### config.mk
export PLATFORM = sky130hd
export DESIGN_NAME = minmax_tracker_16
export DESIGN_NICKNAME = d
export VERILOG_FILES = /design/src/rtl/minmax_tracker_16_pkg.sv /design/src/rtl/minmax_tracker_16_comparator.sv /design/src/rtl/minmax_tracker_16.sv
export SDC_FILE = /design/constraint.sdc
export NUM_CORES = 1
export LEC_CHECK = 0
export CORE_MARGIN = 4
export CORE_UTILIZATION = 50
export CTS_CLUSTER_DIAMETER = 80
export DETAILED_ROUTE_END_ITERATION = 12
export PLACE_DENSITY_LB_ADDON = 0.12
export SLEW_MARGIN = 25
export SYNTH_ARGS = -nofsm -noshare
export SYNTH_HDL_FRONTEND = slang
export SYNTH_HIERARCHICAL = 1
export SYNTH_SLANG_ARGS = --single-unit
### constraint.sdc
create_clock -name clk -period 7.1 [get_ports clk]
set_clock_uncertainty 0.05 [all_clocks]
set_input_delay 1.42 -clock clk [delete_from_list [all_inputs] [get_ports clk]]
set_output_delay 1.42 -clock clk [all_outputs]
set_load 0.01 [all_outputs]
### src/rtl/minmax_tracker_16_pkg.sv
// Shared definitions for the min/max frame tracker: FSM encoding and the
// comparator cascade seed.
package minmax_tracker_16_pkg;

    typedef enum logic [1:0] {
        ST_FIRST = 2'd0,
        ST_ACCUM = 2'd1,
        ST_HOLD  = 2'd2
    } state_e;

    // Cascade input {G, E, L}: an isolated comparator starts from "equal".
    localparam logic [2:0] CASCADE_SEED = 3'b010;

endpackage

### src/rtl/minmax_tracker_16_comparator.sv
// 16-bit unsigned magnitude comparator stage with G/E/L cascade inputs.
// A local decision (A>B or A<B) overrides the cascade; equality passes it on.
module comparator_16 (
    input  logic [15:0] a,
    input  logic [15:0] b,
    input  logic        g_in,
    input  logic        e_in,
    input  logic        l_in,
    output logic        g_out,
    output logic        e_out,
    output logic        l_out
);

    // Local magnitude decision, falling back to the cascade on equality.
    always_comb begin
        g_out = g_in;
        e_out = e_in;
        l_out = l_in;
        if (a > b) begin
            g_out = 1'b1;
            e_out = 1'b0;
            l_out = 1'b0;
        end else if (a < b) begin
            g_out = 1'b0;
            e_out = 1'b0;
            l_out = 1'b1;
        end
    end

endmodule

### src/rtl/minmax_tracker_16.sv
// Tracks running max/min (with first-occurrence index) and length of a
// sample frame, then presents one registered result word downstream.
//
//   state    | meaning
//   ---------+------------------------------------------------
//   ST_FIRST | waiting for the first sample of a frame
//   ST_ACCUM | frame in progress, one sample per cycle
//   ST_HOLD  | result word held until out_ready
module minmax_tracker_16
    import minmax_tracker_16_pkg::*;
#(
    parameter int CNT_W = 8
) (
    input  logic             clk,
    input  logic             rst_n,
    input  logic             in_valid,
    output logic             in_ready,
    input  logic [15:0]      in_data,
    input  logic             in_last,
    output logic             out_valid,
    input  logic             out_ready,
    output logic [15:0]      out_max,
    output logic [15:0]      out_min,
    output logic [CNT_W-1:0] out_max_idx,
    output logic [CNT_W-1:0] out_min_idx,
    output logic [CNT_W:0]   out_count,
    output logic             out_ovf
);

    // Count value at which the frame has filled every trackable index.
    localparam logic [CNT_W:0] COUNT_SAT = {1'b1, {CNT_W{1'b0}}};

    state_e             state_q, state_d;
    logic [15:0]        max_q, max_d;
    logic [15:0]        min_q, min_d;
    logic [CNT_W-1:0]   max_idx_q, max_idx_d;
    logic [CNT_W-1:0]   min_idx_q, min_idx_d;
    logic [CNT_W:0]     count_q, count_d;
    logic               ovf_q, ovf_d;

    logic               accept;
    logic               count_sat;
    logic               new_max;
    logic               new_min;
    logic [1:0]         max_cmp_unused;
    logic [1:0]         min_cmp_unused;

    comparator_16 u_cmp_max (
        .a     (in_data),
        .b     (max_q),
        .g_in  (CASCADE_SEED[2]),
        .e_in  (CASCADE_SEED[1]),
        .l_in  (CASCADE_SEED[0]),
        .g_out (new_max),
        .e_out (max_cmp_unused[1]),
        .l_out (max_cmp_unused[0])
    );

    comparator_16 u_cmp_min (
        .a     (in_data),
        .b     (min_q),
        .g_in  (CASCADE_SEED[2]),
        .e_in  (CASCADE_SEED[1]),
        .l_in  (CASCADE_SEED[0]),
        .g_out (min_cmp_unused[1]),
        .e_out (min_cmp_unused[0]),
        .l_out (new_min)
    );

    // in_ready is a pure function of state so it never depends on out_ready.
    assign in_ready    = (state_q != ST_HOLD);
    assign accept      = in_valid && in_ready;
    assign count_sat   = (count_q == COUNT_SAT);

    assign out_valid   = (state_q == ST_HOLD);
    assign out_max     = max_q;
    assign out_min     = min_q;
    assign out_max_idx = max_idx_q;
    assign out_min_idx = min_idx_q;
    assign out_count   = count_q;
    assign out_ovf     = ovf_q;

    // Next-state and datapath update; ties never update so the earliest index wins.
    always_comb begin
        state_d   = state_q;
        max_d     = max_q;
        min_d     = min_q;
        max_idx_d = max_idx_q;
        min_idx_d = min_idx_q;
        count_d   = count_q;
        ovf_d     = ovf_q;

        case (state_q)
            ST_FIRST: begin
                if (accept) begin
                    max_d     = in_data;
                    min_d     = in_data;
                    max_idx_d = '0;
                    min_idx_d = '0;
                    count_d   = {{CNT_W{1'b0}}, 1'b1};
                    ovf_d     = 1'b0;
                    state_d   = in_last ? ST_HOLD : ST_ACCUM;
                end
            end
            ST_ACCUM: begin
                if (accept) begin
                    if (new_max) begin
                        max_d = in_data;
                        if (!count_sat) begin
                            max_idx_d = count_q[CNT_W-1:0];
                        end
                    end
                    if (new_min) begin
                        min_d = in_data;
                        if (!count_sat) begin
                            min_idx_d = count_q[CNT_W-1:0];
                        end
                    end
                    if (count_sat) begin
                        ovf_d = 1'b1;
                    end else begin
                        count_d = count_q + 1'b1;
                    end
                    if (in_last) begin
                        state_d = ST_HOLD;
                    end
                end
            end
            ST_HOLD: begin
                if (out_ready) begin
                    state_d = ST_FIRST;
                end
            end
            default: begin
                state_d = ST_FIRST;
            end
        endcase
    end

    // State and datapath registers; reset discards any frame in flight.
    always_ff @(posedge clk or negedge rst_n) begin
        if (!rst_n) begin
            state_q   <= ST_FIRST;
            max_q     <= '0;
            min_q     <= '0;
            max_idx_q <= '0;
            min_idx_q <= '0;
            count_q   <= '0;
            ovf_q     <= 1'b0;
        end else begin
            state_q   <= state_d;
            max_q     <= max_d;
            min_q     <= min_d;
            max_idx_q <= max_idx_d;
            min_idx_q <= min_idx_d;
            count_q   <= count_d;
            ovf_q     <= ovf_d;
        end
    end

endmodule

==> reports/summary.md, run 1 <==
The remaining global-route overflow is 0, and the initial detailed-routing violation count is 113. The routed design has 8560 um of wire. The routed layout has 2912 vias. The largest net degree at the start of global routing is 61, and the number of fill cells in the layout is 558. For the worst setup path, the data arrival time is 4.12 ns.

The logs give 67.3% for the final core area utilization and 4630 sq um for the post-route standard cell area excluding fillers. The tools report the number of buffers inserted for hold repair after clock tree synthesis as 0. For the length of the first detailed-routing pass in iterations, the log shows 4. The hold path startpoint is state_q[1].

The final cycle utilization of the critical path is 55.6%, and the total setup buffers inserted after CTS is 0. The pre-CTS setup slack was 2.63 ns. The detailed placer's ending HPWL is 6060 um, and the net total in the final layout is 490. The clock root buffer was sky130_fd_sc_hd__clkbuf_8. The type of the worst setup path was in2reg. The critical path crosses 9 cells after its start point. For this run, the top clock speed supported by timing is 253 MHz. Buffers inserted during clock tree synthesis total 9.

The shortest period the worst path allows is 3.95 ns. TritonCTS built the clock tree. The number of antenna violations at the first check in global routing is 0. The remaining antenna violation count after routing is 0, and the highest net fanout along the worst path is 16. The tools report the post-layout total power as 1.49 mW. The cell count after synthesis came out at 360. The cell family contributing the most delay on the critical path is compound AO/OA/AOI/OAI gates.

The end point of the most critical hold path was state_q[0]. The effective utilization at floorplan was 52.0%. The critical path goes through clkdlybuf4s50_1, ha_1, nor2b_1, o211ai_1, a21boi_1, nand4b_1, o21a_1, o21ai_2, mux2_1. The most common cell after layout, fill and taps aside is sky130_fd_sc_hd__clkdlybuf4s50_1. The tools report the total count of hold-check failures in the final report as 0. The number of instances resized during post-cts repair came out at 0. The number of setup violations in the final report was 0. For this design, the slowest cell found on the critical path is sky130_fd_sc_hd__o21ai_2.

The area growth from synthesis to layout is 29.5%. The run finished with clean final reports. The average instance in the mapped netlist occupies 9.92 sq um.

Input and output buffers added on the ports amount to 80. After synthesis the cells add up to 3570 sq um. Of the cells placed in the final design, the portion with a size suffix greater than 1 is 7.73%. The longest individual stage delay on the worst path was 0.72 ns. Setup repair after global routing left no endpoint under its margin.

The total negative setup slack came out at 0 ns. For this design the static power due to leakage is 2.07 nW. The site row count is 30, and the total number of clock tree sinks is 60.

The destination of the worst register-to-register timing path was out_max[15]. After detailed routing, the average wire length per cell comes to 16.0 um. The clock latency on the worst-skew pair is 0.34 ns. For the pin with the worst max-slew slack, the measured transition is 0.919 ns. The cell depth of the worst hold path was 1; the flop-to-flop setup slack was 4.33 ns. The logs give 0 for the number of max-cap violations and 81 for the number of top-level design ports. The number of inserted diodes was 0.

The power density of the placed cells was 322 nW/um^2; the height of the die was 92.5 um. No sink is reached through more buffers than the 2 on the longest clock path. The tools report the number of global-route vias before repair as 2853.

After floorplanning, the core was sized to cover 6870 sq um. Once routing completed, OpenROAD measured the worst setup slack at 3.15 ns. Leaving out fill and tap cells, the most frequent cells in the layout are 79 x sky130_fd_sc_hd__clkdlybuf4s50_1, 59 x sky130_fd_sc_hd__dfrtp_1, 39 x sky130_fd_sc_hd__inv_1, 35 x sky130_fd_sc_hd__nand2_1, 34 x sky130_fd_sc_hd__ha_1. The overall routing resource usage is 21.3%, and the final weighted congestion in routability-driven placement is 0.789. The worst hold path belongs to the class reg2reg. After clock tree synthesis, the clock-pin slew on the worst setup and hold paths is 0.07 ns. Measured in cells, the most critical reg-to-reg path has a length of 9.

The worst setup path is captured at a flop. Final count of pins violating max slew: 0. The remaining max-slew budget at the tightest pin came out at 38.8%. The data required time at the worst endpoint came out at 7.27 ns. The count of buffer and inverter cells on the critical path was 1. Summing all placed instances gives a cell area of 4390 sq um. The worst ir drop on vdd was 0.000174 V; the deepest level of the CTS H-tree was 3. Dividing the detail-routed via count by the number of cells gives 5.43.

For this run, design rule violations remaining after detail routing come to 0. During synthesis, Yosys emitted a total of 6 warnings. The area of the die was 8560 sq um. The tools report the start of the worst register-to-register path as out_max[1]. The first global-routing pass estimated 14400 um of wire.

The die is 92.5 um wide. STA classifies the critical path startpoint as an input port.
## flip-flops by register name, summed over array words and instances (netlist names)
signal       flops
out_count        9
out_max         16
out_max_idx      8
out_min         16
out_min_idx      8
out_ovf          1
state_q          2
## report_power, final
| part | internal (mW) | switching [mW] | total, mW | leakage (nW) |
|---|---|---|---|---|
| logic | 0.307 | 0.283 | 0.590 | 1.22 |
| clock network | 0.206 | 0.144 | 0.350 | 0.105 |
| registers | 0.435 | 0.112 | 0.547 | 0.749 |
## per-layer routing
layer | routed length, um | vias up | GRT usage, %
met1 | 4140 | 1401 | 31.1
li1 | - | 1416 | -
met5 | 0 | - | 0
met4 | 95 | 0 | 6.44
met3 | 508 | 9 | 5.69
met2 | 3810 | 86 | 30.8
## cell type report
class / count / area (sq um) / share of cell area, %
Multi-Input combinational cell: 242 / 1820 / 39.3
Sequential cell: 60 / 1500 / 32.5
Timing Repair Buffer: 82 / 811 / 17.5
Inverter: 40 / 150 / 3.25
Clock buffer: 10 / 138 / 2.98
Tap cell: 96 / 120 / 2.60
Clock inverter: 6 / 87.6 / 1.89
## worst max-delay path by stage
stage,from,to,slack [ns]
floorplan,in_data[1],out_max[0],3.74
global placement,in_data[11],out_min[13],2.69
detailed placement,in_data[9],out_min[11],2.63
CTS,in_data[9],out_min[11],2.99
global route,in_data[1],out_max[8],3.00
finish,in_data[1],out_max[15],3.15
## metrics by stage
| step | std cells | hold WS (ns) |
|---|---|---|
| finish | 536 | 0.454 |
| global route | 536 | 0.483 |
| CTS | 536 | 0.462 |
| detailed placement | 520 | 0.453 |
| global placement | 520 | 0.422 |
| floorplan | 361 | 0.406 |
Power figures use the tool's default switching activity.
==> inputs of run 2 (changes only) <==
==> constraint.sdc (replaced) <==
create_clock -name clk -period 4 [get_ports clk]
set_clock_uncertainty 0.05 [all_clocks]
set_input_delay 0.8 -clock clk [delete_from_list [all_inputs] [get_ports clk]]
set_output_delay 0.8 -clock clk [all_outputs]
set_load 0.01 [all_outputs]
==> run 2 against run 1 <==
Net effect:
- first-iteration DRC count grew 59%
- register-to-register slack lost 3.0 ns
- flip-flop and latch count is the same
- critical endpoint is now out_max[0]
- highest routed layer unchanged
==> reports/summary.md, run 2 (synthesis gave the netlist of run 1 again) <==
The effective utilization at floorplan was 52.0% (unchanged); the length of the first detailed-routing pass in iterations was 4 (unchanged). Cell family with the largest share of critical-path delay: compound AO/OA/AOI/OAI gates. The worst setup path is launched from an input port. Slowest stage cell on the critical path: sky130_fd_sc_hd__o21ai_2.

The worst hold path begins at state_q[1]. The slew at the pin closest to its max-slew limit is 0.890 ns (-0.0289 ns). Setup repair after global routing left no endpoint under its margin. The flop-to-flop setup slack is 1.33 ns (-3.00 ns), and the filler-free cell count of the finished design is 539 (+0.56%). The run gives 0 (unchanged) as the number of antenna violations at the first check in global routing. The deepest level of the CTS H-tree was 3 (unchanged); the placed instance count was 523 (+0.58%).

The run gives 0 (unchanged) as the number of max-cap violations. Total setup buffers inserted after CTS: 0 (unchanged). Leaving out fill and tap cells, the most frequent cells in the layout are 79 x sky130_fd_sc_hd__clkdlybuf4s50_1, 60 x sky130_fd_sc_hd__dfrtp_1, 39 x sky130_fd_sc_hd__inv_1, 35 x sky130_fd_sc_hd__nand2_1, 34 x sky130_fd_sc_hd__ha_1. End point of the most critical hold path: state_q[0].

Endpoint kind of the worst setup timing path: a flop. The number of buffers inserted during clock tree synthesis was 9 (unchanged). The final routed wire length divided by cell count is 15.7 um (-1.7%), and the post-layout total power is 2.61 mW (+75%). The largest net degree at the start of global routing was 34 (-44%). The area of the die is 8560 sq um (unchanged). The logic depth of the worst register-to-register path came out at 9 (unchanged). For the worst ir drop on vdd, the log shows 0.000284 V (+63%). The worst endpoint data arrival time is 3.40 ns (-0.72 ns), and the final cycle utilization of the critical path is 81.0%. The remaining max-slew budget at the tightest pin is 40.7% (+1.9 points), and the wire length of the first global-routing pass is 14200 um (-1.4%). The flip-flop and latch area was 1500 sq um (about the same). The tools report the internal power summed over all cells as 1.67 mW (+76%).

The share of power burned in the clock network came out at 22.9% (-0.6 points). Layer with the highest usage after global routing: met2. The share of final-layout standard cells stronger than drive strength 1 was 7.90% (+0.17 points). The worst register-to-register path begins at out_max[1]. For the number of fill cells in the layout, the log shows 544 (-2.5%). The run gives 81 (unchanged) as the number of top-level design ports.

The longest individual stage delay on the worst path is 0.70 ns (-0.02 ns). The cell depth of the worst hold path was 1 (unchanged); the height of the die was 92.5 um (unchanged). Fmax: 309 MHz. Walking the worst path, the cells encountered are clkdlybuf4s50_1, ha_1, nor2b_1, o211ai_1, a21boi_1, nand4b_1, o21a_1, o21ai_2, mux2_1. Fraction of power spent switching nets: 36.0% (-0.16 points). The tools report the detailed placer's ending HPWL as 6240 um (+2.9%).

The register clock-pin slew on the reported worst setup and hold paths was 0.07 ns (about the same). The remaining global-route overflow is 0 (unchanged). The tools report the total negative setup slack as 0 ns (unchanged). The total number of clock tree sinks was 60 (unchanged); the global-route track usage on met3 was 4.06% (-1.6 points). The tools report the met2 usage as 31.2% (+0.36 points). The run gives 0.447 ns (-0.00770 ns) as the worst hold-check slack. The power density of the placed cells came out at 563 nW/um^2 (+75%). The final core area utilization came out at 67.4% (about the same).

The clock latency on the worst-skew pair was 0.33 ns (about the same); the number of global-route vias before repair was 2814 (-1.4%). The logs give 36.6% (-0.2 points) for the register share of total power and 30.1% (-0.99 points) for the met1 usage. The number of instances resized during post-cts repair was 0 (unchanged); the portion of total power attributed to combinational logic was 40.5% (+0.8 points). The final weighted congestion in routability-driven placement was 0.798 (+1.1%).

The path class of the tightest hold or removal check is reg2reg. The logs give 180 (+59%) for the initial detailed-routing violation count and 2.09 nW (+0.87%) for the leakage power total. The final count of pins violating max slew is 0 (unchanged), and the net total in the final layout is 493 (+0.61%). The site row count was 30 (unchanged).

For the number of buffers inserted for hold repair after clock tree synthesis, the log shows 0 (unchanged). Clock root buffer: sky130_fd_sc_hd__clkbuf_8. The total count of hold-check failures in the final report is 0 (unchanged), and the shortest period the worst path allows is 3.24 ns. TritonCTS built the clock tree. The count of buffers inserted at the top-level ports is 80 (unchanged). The tools report the final routed DRC violation total as 0 (unchanged). The tools report the number of setup violations in the final report as 0 (unchanged).

Layout-stage area growth over the synthesis result: 29.6% (about the same). For the maximum number of buffers from clock root to sink, the log shows 2 (unchanged). Detail-routed via count per cell: 5.41 (-0.42%). The total wire length after detailed routing came out at 8460 um (-1.1%). The data required time at the worst endpoint was 4.16 ns (-3.11 ns). The run finished with clean final reports. The count of buffer and inverter cells on the critical path works out to 1 (unchanged). The most common cell after layout, fill and taps aside is sky130_fd_sc_hd__clkdlybuf4s50_1. For the core area, the log shows 6870 sq um (unchanged).

Total via count after detailed routing: 2916 (+0.14%). By startpoint and endpoint, the worst setup path is classified as in2reg. The switching power was 0.939 mW (+74%). The chip width came out at 92.5 um (unchanged). The run gives 0 (unchanged) as the number of inserted diodes. The highest net fanout along the worst path is 16 (unchanged). The remaining antenna violation count after routing came out at 0 (unchanged). The overall routing resource usage is 20.8% (-0.49 points). The area of the multi-input gates is 1810 sq um (-0.55%). The destination of the worst register-to-register timing path is out_max[0].
## run 2: cell types whose count changed in the layout (fill, tap and decap cells not counted), sizes merged
cell | previous run | this run
clkbuf | 10 | 9
clkinvlp | 3 | 1
clkinv | 1 | 4
buf | 3 | 6
## run 2: worst max-delay path by stage
stage | start | endpoint | slack (ns) | cells past startpoint
2_1_floorplan | in_data[1] | out_max[0] | 1.26 | 9
3_5_place_dp | in_data[1] | out_max[5] | 0.41 | 9
5_1_grt | in_data[11] | out_max[0] | 0.55 | 9
6_report | in_data[1] | out_max[0] | 0.76 | 9
3_3_place_gp | in_data[13] | out_max[9] | 0.48 | 8
4_1_cts | in_data[1] | out_max[0] | 0.73 | 9
## run 2: final cells by class
class	count	area share, %
Multi-Input combinational cell	242	39.0
Sequential cell	60	32.4
Timing Repair Buffer	85	18.0
Inverter	40	3.24
Clock buffer	9	2.68
Tap cell	96	2.60
Clock inverter	7	1.97
## run 2: routing by layer
| layer | vias up | part of all wire (%) | wire length, um |
|---|---|---|---|
| met5 | - | 0 | 0 |
| met4 | 0 | 1.1 | 91 |
| met3 | 9 | 4.7 | 395 |
| met2 | 86 | 45 | 3800 |
| met1 | 1386 | 49 | 4170 |
| li1 | 1435 | - | - |
## run 2: worst register-to-register path, delay by kind of cell (launching register included)
family | cells | cell delay, ns
AOI/OAI and AO/OA | 4 | 1.08
muxes | 1 | 0.40
DFF | 1 | 0.38
and+or+nand+nor | 2 | 0.30
adders and majority gates | 1 | 0.28
buffers and inverters | 1 | 0.06
## run 2: power by group through the flow
stage | Clock, mW | Combinational (mW) | Sequential (mW)
floorplan | 0 | 0.546 | 0.972
global placement | 0 | 1.02 | 0.960
detailed placement | 0 | 1.06 | 0.965
CTS | 0.608 | 1.07 | 0.956
global route | 0.640 | 1.17 | 0.984
finish | 0.596 | 1.06 | 0.954
## run 2: per-stage QoR
stage | worst slack [ns] | cell area [sq um]
2_1_floorplan | 1.26 | 3570
3_3_place_gp | 0.478 | 4410
3_5_place_dp | 0.412 | 4410
4_1_cts | 0.733 | 4630
5_1_grt | 0.554 | 4630
6_report | 0.759 | 4630
==> inputs of run 3 (changes only) <==
==> constraint.sdc (replaced) <==
create_clock -name clk -period 3 [get_ports clk]
set_clock_uncertainty 0.05 [all_clocks]
set_input_delay 0.6 -clock clk [delete_from_list [all_inputs] [get_ports clk]]
set_output_delay 0.6 -clock clk [all_outputs]
set_load 0.01 [all_outputs]
==> run 3 against run 2 <==
Net effect:
- utilization up 2.3 points
- combinational power up 39%
- count of clock-buffer cells in the layout stayed put
- sequential power is 34% higher
- critical path type unchanged
- critical endpoint is now out_max[7]
- largest cell class unchanged
==> reports/summary.md, run 3 (synthesis gave the netlist of run 1 again) <==
Slowest stage cell on the critical path: sky130_fd_sc_hd__clkdlybuf4s50_1. The height of the die was 92.5 um (unchanged); the count of buffer and inverter cells on the critical path was 2 (+1). The min-delay analysis places its worst path in the category in2async.

The total negative setup slack is 0 ns (unchanged), and the layout-stage area growth over the synthesis result is 34.0%. The register clock-pin slew on the reported worst setup and hold paths is 0.08 ns (about the same), and the share of final-layout standard cells stronger than drive strength 1 is 10.9% (+3.0 points). The start of the worst register-to-register path is out_max[11]. The fmax was 368 MHz. For the post-detailed-placement cell area, the log shows 4540 sq um (+2.8%). The top layer reached by signal wires is met4. The detail-routed via count per cell works out to 5.40 (-0.24%).

The cell family with the largest share of critical-path delay is compound AO/OA/AOI/OAI gates. The shortest period the worst path allows was 2.72 ns. The run gives 81 (unchanged) as the number of top-level design ports. The number of global-route vias before repair is 2990 (+6.3%), and the worst setup slack after layout is 0.282 ns (-0.477 ns).

The final count of pins violating max slew was 0 (unchanged). The tools report the total routed wire length on the met1 layer as 4160 um (-0.36%). The internal power summed over all cells was 2.36 mW (+42%); the total setup buffers inserted after CTS was 0 (unchanged).

Critical path depth in cells: 10 (+1). The initial detailed-routing violation count was 172 (-4.4%). Final routed wire length divided by cell count: 15.7 um (about the same). The library cell used most frequently in the layout, excluding fill and tap cells, is sky130_fd_sc_hd__clkdlybuf4s50_1.

The remaining antenna violation count after routing is 0 (unchanged), and the switching power is 1.30 mW (+39%). The pre-CTS setup slack was -0.0414 ns (-0.454 ns). The final cycle utilization of the critical path works out to 90.6%. Traced cell by cell, the critical path runs through clkdlybuf4s50_1, ha_1, a21oi_1, o21ai_0, a21oi_1, nand4b_1, o21a_1, o21ai_2, buf_4, mux2_1.

The run gives 508 (+3.0%) as the net total in the final layout. The share of power burned in the clock network was 25.0% (+2.1 points); the remaining global-route overflow was 0 (unchanged). The worst setup path is launched from an input port. The post-layout total power came out at 3.67 mW (+41%). The core area was 6870 sq um (unchanged). The remaining max-slew budget at the tightest pin was 64.0% (+23 points). The tools report the met3 wire length as 469 um (+19%). STA classifies the critical path endpoint as a flop. The tools report the length of the first detailed-routing pass in iterations as 4 (unchanged). The power density of the placed cells works out to 767 nW/um^2 (+36%). The wire length of the first global-routing pass was 14700 um (+4.0%); the portion of total power attributed to combinational logic was 40.0% (-0.5 points).

The amount of wire on met2 after detailed routing was 3920 um (+3.0%); the slew at the pin closest to its max-slew limit was 0.540 ns (-0.350 ns). The highest net fanout along the worst path is 7 (-9). TritonCTS built the clock tree. The number of inserted diodes was 0 (unchanged). Fraction of power spent switching nets: 35.5% (-0.53 points).

The chip width is 92.5 um (unchanged), and the number of instances resized during post-cts repair is 0 (unchanged). The run gives 8560 sq um (unchanged) as the area of the die. For the total count of hold-check failures in the final report, the log shows 0 (unchanged).

The largest net degree at the start of global routing came out at 38 (+12%). The logs give 2990 (+2.5%) for the total via count after detailed routing and 0.35 ns (+0.02 ns) for the clock latency on the worst-skew pair. The number of setup violations in the final report came out at 0 (unchanged). In this run the clock root is driven by a sky130_fd_sc_hd__clkbuf_8. The tools report the maximum number of buffers from clock root to sink as 2 (unchanged).

The total number of clock tree sinks is 60 (unchanged). For the final weighted congestion in routability-driven placement, the log shows 0.787 (-1.4%). The logs give 52.0% (unchanged) for the effective utilization at floorplan and 0 (unchanged) for the number of antenna violations at the first check in global routing.

The run gives 3 (unchanged) as the deepest level of the CTS H-tree. The worst ir drop on vdd was 0.000331 V (+17%); the overall routing resource usage was 21.7% (+0.92 points). Register share of total power: 35.0% (-1.6 points).

The number of buffers inserted for hold repair after clock tree synthesis was 0 (unchanged); the detailed placer's ending HPWL was 6410 um (+2.8%). In the layout the commonest cells are 79 x sky130_fd_sc_hd__clkdlybuf4s50_1, 60 x sky130_fd_sc_hd__dfrtp_1, 39 x sky130_fd_sc_hd__inv_1, 35 x sky130_fd_sc_hd__nand2_1, 34 x sky130_fd_sc_hd__ha_1. Setup repair after global routing left no endpoint under its margin. The count of buffers inserted at the top-level ports came out at 80 (unchanged). The number of buffers inserted during clock tree synthesis was 9 (unchanged). The run gives 4780 sq um (+3.4%) as the post-route standard cell area excluding fillers. The longest individual stage delay on the worst path was 0.50 ns (-0.20 ns); the site row count was 30 (unchanged). The worst endpoint data arrival time is 2.89 ns (-0.51 ns), and the final routed DRC violation total is 0 (unchanged).

The logic depth of the worst register-to-register path was 10 (+1). The total wire length after detailed routing was 8690 um (+2.7%). The most numerous cell type found on the critical path is sky130_fd_sc_hd__a21oi_1.

The tools report the data required time at the worst endpoint as 3.17 ns (-0.99 ns). The worst setup path is of the in2reg kind. The flow ran to the end, and the final reports show no timing, DRC or antenna violations. The launch point of the worst path is in_data[9]. For the number of max-cap violations, the log shows 0 (unchanged). For the leakage power total, the log shows 2.17 nW (+3.9%).
## run 3: path summary, 6_finish.rpt
check,endpoint,slack [ns]
worst max register to register,out_max[7],0.65
worst min-delay path,out_min[11],0.18
max in group asynchronous,out_count[2],2.29
worst min register to register,state_q[0],0.45
min in group clk,state_q[0],0.45
worst max-delay path,out_max[7],0.28
## run 3: area by class of cell
type                    count  area [sq um]
fillers                   532          2090
flip-flops and latches     60          1500
clock buffers               9           124
inverters                  40           150
repair buffers            100           958
clock inverters             7           123
well taps                  96           120
multi-input cells         242          1810
## run 3: metal layers
layer / vias to the layer above / GRT usage [%]
li1: 1461 / -
met1: 1412 / 30.7
met2: 102 / 32.6
met3: 15 / 4.71
met4: 0 / 8.42
met5: - / 0
## run 3: metrics by stage
| step | utilization [%] | hold WS (ns) | cells |
|---|---|---|---|
| after floorplan | - | 0.254 | 361 |
| after global placement | 66.0 | 0.421 | 538 |
| after detailed placement | 66.0 | 0.440 | 538 |
| after CTS | 69.6 | 0.203 | 554 |
| after global routing | 69.6 | 0.210 | 554 |
| final | 69.6 | 0.183 | 554 |
## run 3: power by group through the flow
stage | clock network [mW] | registers [mW] | logic, mW
finish | 0.918 | 1.28 | 1.47
global route | 0.968 | 1.32 | 1.62
CTS | 0.923 | 1.28 | 1.48
detailed placement | 0 | 1.29 | 1.47
global placement | 0 | 1.28 | 1.43
floorplan | 0 | 1.30 | 0.728
